`config.mk`:
```
export PLATFORM = sky130hd
export DESIGN_NAME = switcher_matrix
export DESIGN_NICKNAME = d
export VERILOG_FILES = /design/src/rtl/switcher_matrix.sv
export SDC_FILE = /design/constraint.sdc
export NUM_CORES = 1
export LEC_CHECK = 0
export ABC_AREA = 1
export ABC_CLOCK_PERIOD_IN_PS = 2700
export CAP_MARGIN = 10
export CORE_UTILIZATION = 30
export CTS_CLUSTER_SIZE = 28
export DETAILED_ROUTE_END_ITERATION = 8
export PLACE_DENSITY = 0.6
export REMOVE_ABC_BUFFERS = 1
export SLEW_MARGIN = 15
export SYNTH_ARGS = -nofsm -noshare
export SYNTH_HDL_FRONTEND = slang
export SYNTH_SLANG_ARGS = --single-unit
```
`constraint.sdc`:
```
create_clock -name clk -period 2.7 [get_ports clk]
set_input_delay 0.81 -clock clk [delete_from_list [all_inputs] [get_ports clk]]
set_output_delay 0.81 -clock clk [all_outputs]
set_load 0.05 [all_outputs]
```
`src/rtl/switcher_matrix.sv`:
```
// switcher_matrix: serial-configured router steering each input line to one of 2^SEL_W outputs.
// A frame is committed to the active routing only when it carries exactly FRAME bits.
module switcher_matrix #(
    parameter int CHANNELS = 8,
    parameter int SEL_W = 1
) (
    input  logic                             clk,
    input  logic                             reset,
    input  logic                             sda,
    input  logic                             sen,
    input  logic [CHANNELS-1:0]              lines_in,
    output logic [CHANNELS*(1<<SEL_W)-1:0]   lines_out,
    output logic                             busy,
    output logic                             load_done,
    output logic                             frame_err
);
    localparam int K = 1 << SEL_W;
    localparam int FRAME = CHANNELS * SEL_W;
    localparam int CW = $clog2(FRAME + 2);

    typedef enum logic {IDLE, SHIFT} state_t;

    state_t state, state_nx;
    logic [FRAME-1:0] shadow, shadow_nx, active, active_nx;
    logic [CW-1:0] cnt, cnt_nx;
    logic load_nx, err_nx;

    always_ff @(posedge clk) begin
        if (reset) begin
            state     <= IDLE;
            shadow    <= '0;
            active    <= '0;
            cnt       <= '0;
            load_done <= 1'b0;
            frame_err <= 1'b0;
        end else begin
            state     <= state_nx;
            shadow    <= shadow_nx;
            active    <= active_nx;
            cnt       <= cnt_nx;
            load_done <= load_nx;
            frame_err <= err_nx;
        end
    end

    always_comb begin
        state_nx  = state;
        shadow_nx = sen ? FRAME'({shadow, sda}) : shadow;
        active_nx = active;
        cnt_nx    = cnt;
        load_nx   = 1'b0;
        err_nx    = 1'b0;
        if (state == IDLE) begin
            if (sen) begin
                cnt_nx   = CW'(1);
                state_nx = SHIFT;
            end
        end else if (sen) begin
            cnt_nx = (cnt == CW'(FRAME + 1)) ? cnt : cnt + 1'b1;
        end else begin
            // Only an exact-length frame reaches the outputs; anything else is dropped whole.
            active_nx = (cnt == CW'(FRAME)) ? shadow : active;
            load_nx   = (cnt == CW'(FRAME));
            err_nx    = (cnt != CW'(FRAME));
            cnt_nx    = '0;
            state_nx  = IDLE;
        end
    end

    assign busy = (state == SHIFT);

    for (genvar i = 0; i < CHANNELS; i++) begin : g_ch
        for (genvar j = 0; j < K; j++) begin : g_out
            assign lines_out[i*K+j] = lines_in[i] & (active[i*SEL_W +: SEL_W] == SEL_W'(j));
        end
    end
endmodule

```
# Yosys cells after proc, flatten, opt, wreduce, memory -nomap -nowiden
# Cells that the tools add are included.
totals:
  elab_cells: 46
  memories: 0
  input_bits: 12
  rom_bits: 0
  register_bits: 23
  ramBits: 0
  latch_bits: 0
  out_inout_bits: 19
op_classes:
  n_mul: 0
  n_eq_ne: 4
  mux: 5
  addsub: 1
  n_shift: 0
  n_reduce_logical: 4
  magnitude_cmp: 0
  div: 0
  bitwise_logic: 26
ops:
  columns: ["cell", "count"]
  rows:
  - ["$and A1 B1 Y1", 16]
  - ["$mux W4", 4]
  - ["$not A1 Y1", 10]
  - ["$eq A4 B4 Y1 const B", 2]
  - ["$add A4 B1 Y4 const B", 1]
  - ["$ne A4 B4 Y1 const B", 1]
  - ["$ne A3 B3 Y1 const B", 1]
  - ["$reduce_and A3 Y1", 1]
  - ["$reduce_or A3 Y1", 1]
  - ["$reduce_and A2 Y1", 1]
  - ["$reduce_bool A2 Y1", 1]
  - ["$mux W1", 1]

# Longest topological paths before layout
depth:
  ltp_word: 4
  ltp_mapped: 8
  ltp_nobuf: 8

# Worst setup path before layout
# No wires, ideal clock.
synth_path:
  kind: "in2out"
  start: "input lines_in[0]"
  end: "output lines_out[0]"
  path_buffers: 0
  setup_slack_ns: 0.414
  stages: 2
  required_time_ns: 1.890
  arrival_time_ns: 1.476
  cell_sequence: "inv_1 -> nor2_1"
synth_between:
  elab_chain_len: 1
synth_lines:
  columns: ["item", "line", "rtl"]
  rows:
  - ["from (decl)", "11", "input logic [CHANNELS-1:0] lines_in,"]
  - ["$and A1 B1 Y1", "74", "assign lines_out[i*K+j] = lines_in[i] & (active[i*SEL_W +: SEL_W] == SEL_W'(j));"]
  - ["to (decl)", "12", "output logic [CHANNELS*(1<<SEL_W)-1:0] lines_out,"]
# No other way between the ends.

# Worst setup path after layout
layout_path:
  start: "input lines_in[7]"
  end: "output lines_out[14]"
# Same word-level chain as after synthesis.

==> implementation parameters <==
Parameter                              Value

Status
  Status    complete, no violations

Detailed routing
  Met1 Wirelength    1.01 mm
  DRC viols    0
  Routed WL per cell    roughly 9.7 um
  First-pass iteration count of the detailed router    4
  Met2 wire length    approximately 1.1 mm
  Vias    1009
  Initial DRC Count    23
  Post-route ant nets    0
  Met3 wirelength from detailed routing    74 um
  Via density    between 4 and 5
  Topmost layer with routed signal wires    met4
  Total wire length    2.22 mm

Yosys
  Number of register bits inferred by synthesis    23
  Share of the synthesized area in the top cell type    a little over two fifths
  Cells taking the most area after synthesis    dfxtp_1 43%, nor2_1 15%, inv_1 7.8%, o21ai_0 7.5%, nand2_1 6.0%
  Yosys top cell by area    dfxtp_1
  Number of different library cells in the post-synthesis netlist    19
  Cells after synthesis    151
  Warnings, synthesis    0
  Post-synth design cell area    0.00106 mm^2
  Mean post-synth cell area    7.03 um^2
  Proportion of synthesized chip area in sequential cells    43.3%

Layout
  Share of post-route cells with drive strength above 1    16.4%
  Most common cell after layout, fill and taps aside    nor2_1
  Number of standard cells in the final layout excluding fillers    229
  # diodes    0
  Synthesis-to-finish area growth    50.6%
  Total number of nets in the final design    ~200
  Commonest cells after routing, fill and taps aside    42 x nor2_1, 23 x dfxtp_1, 22 x inv_1
  Filler Cells Inserted    354

Critical path
  Max stage delay cell, worst path    clkdlybuf4s50_1
  Critical path capture point type    primary output
  WP data arrival    1.67 ns
  Longest individual stage delay on the worst path    0.48 ns
  Critical path startpoint category    input pin
  Destination of the worst register-to-register timing path    cnt[1]
  Reg2Reg Depth    7
  Ordered cell list for the critical path    clkdlybuf4s50_1 -> inv_1 -> nor2_1 -> buf_12
  Kind of cell with the highest combined delay on the critical path    buffers and inverters
  Crit Reg-Reg Startpoint    cnt[1]
  Max FO, Critical Path    2
  Data required time at the worst endpoint    1.89 ns
  Worst path buffer plus inverter count    3
  Crit Path Category    in -> out
  Reg2reg setup slack    ~1.4 ns

GRT
  Initial antenna violation count    0
  Total routing resource utilization after global routing    12.9%
  Wire length of the first global-routing pass    around 3.6 mm
  Via count of the first global-routing pass    ~860
  Pin count of the biggest net entering global routing    17
  Congestion Overflow GR    0

Clock tree
  CTS tree    yes
  Cell chosen for the clock root    clkbuf_4
  Post-CTS setup buffer count    0
  CTS Hold Bufs    0
  Max Buffers Root-to-Sink    2
  Worst-skew pair later-pin latency    0.31 ns
  Number of clock sinks    23
  Number of buffers created by CTS    3
  Post-cts gate resize count    0
  Clk slew on worst S/H paths    0.12 ns
  H-tree Lvls    1

Die
  Core region area    0.00336 mm^2
  Die Footprint    0.00378 mm^2
  Chip Height    roughly 62 um
  Horiz. Die Dim    61.5 um
  Boundary Pins    31
  Initial standard-cell utilization of the core    31.6%
  Std cell rows    21

STA
  Setup TNS    0 ns
  RSZ-0062 raised after global routing    false
  Transition time at the pin with the least slew margin    0.494 ns
  Highest achievable clock rate    roughly 400 MHz
  Total of endpoints with negative setup slack in the final report    0
  Share of the clock period used by the worst path after layout    91.9%
  Final hold violations    0
  Minimum clock period after layout    2.48 ns
  Headroom to the max-slew limit    66.9%
  Number of pins exceeding their max-slew limit in the final report    0
  Final worst clock skew    around 0.0023 ns

Hold path
  Worst hold endpoint    active[7]
  Hold Startpoint    shadow[7]
  Type of the most critical hold path    reg -> reg
  Hold Crit Depth    2

Place
  # port buffers    30
  Detailed-placement wirelength estimate    1.63 mm
  RD Place Congestion    between 0.7 and 0.8
  Number of placed instances, taps included    225

Power and ir drop
  Peak supply drop    approximately 150 uV
  Total power density per cell area    395 mW/mm^2
  Leak Pwr    0.798 nW

Run
  Max Cap Violations    0
-- cell type report --
cell class,count,area [um^2],area share (%)
Clock buffer,4,26.3,1.64
Timing Repair Buffer,31,468,29.2
Sequential cell,23,460,28.8
Tap cell,46,57.6,3.60
Inverter,25,96.3,6.02
Multi-Input combinational cell,100,492,30.7
-- cell usage after synthesis --
cell type,number
clkbuf_1,1
inv_1,22
ha_1,3
nand3_1,7
nor2_2,2
a21oi_1,5
nor3b_1,1
inv_2,2
inv_4,1
buf_2,2
dfxtp_1,23
nor2_4,1
o21ai_0,16
nor2_1,42
nand2_2,1
nand4_1,2
nor2_8,1
nand2_4,2
nand2_1,17
-- sequential cells by signal, indices dropped and copies added (netlist names) --
name	flops
busy	1
load_done	1
shadow	8
cnt	4
frame_err	1
active	8
-- report_power, final --
part | internal [mW] | switching, mW | total, mW
combinational | 0.0513 | 0.0608 | 0.112
clock | 0.0577 | 0.103 | 0.161
sequential | 0.349 | 0.00907 | 0.359
-- how the worst max path moves through the flow --
stage | slack (ns) | startpoint | endpoint | cells past startpoint
after floorplan | 0.41 | lines_in[0] | lines_out[0] | 2
after global placement | 0.24 | lines_in[4] | lines_out[8] | 4
after detailed placement | 0.22 | lines_in[7] | lines_out[14] | 4
after CTS | 0.21 | lines_in[7] | lines_out[14] | 4
after global routing | 0.14 | lines_in[7] | lines_out[14] | 4
final | 0.22 | lines_in[7] | lines_out[14] | 4
-- worst register-to-register path: stages (launching register included) --
cell and delay, ns:
dfxtp_1 0.42, inv_1 0.09, ha_1 0.20, nand2_1 0.07, inv_1 0.05, a21oi_1 0.19
nand2_1 0.08, a21oi_1 0.15
-- per-stage QoR --
stage          cell area (um^2)  power, mW  util (%)  hold slack, ns  setup WS (ns)
2_1_floorplan              1050      0.418         -           0.461          0.414
3_3_place_gp               1570      0.476      46.8           0.475          0.236
3_5_place_dp               1570      0.479      46.8           0.496          0.216
4_1_cts                    1600      0.640      47.6           0.514          0.208
5_1_grt                    1600      0.660      47.6           0.537          0.144
6_report                   1600      0.632      47.6           0.505          0.218
-- kinds of logic after synthesis --
family / count (synthesis) / share of synthesized area (%)
AO/OA/AOI/OAI: 21 / 9.89
adder cells (fa/ha/maj): 3 / 3.53
buffers and inverters: 28 / 10.4
flip-flops: 23 / 43.3
AND/OR/NAND/NOR: 76 / 32.9
-- layer usage --
metal  vias up  track usage, %
li1        525               -
met5         -               0
met4         0            5.71
met2        20            24.0
met3         4            1.89
met1       460            14.4
Power figures use the tool's default switching activity.
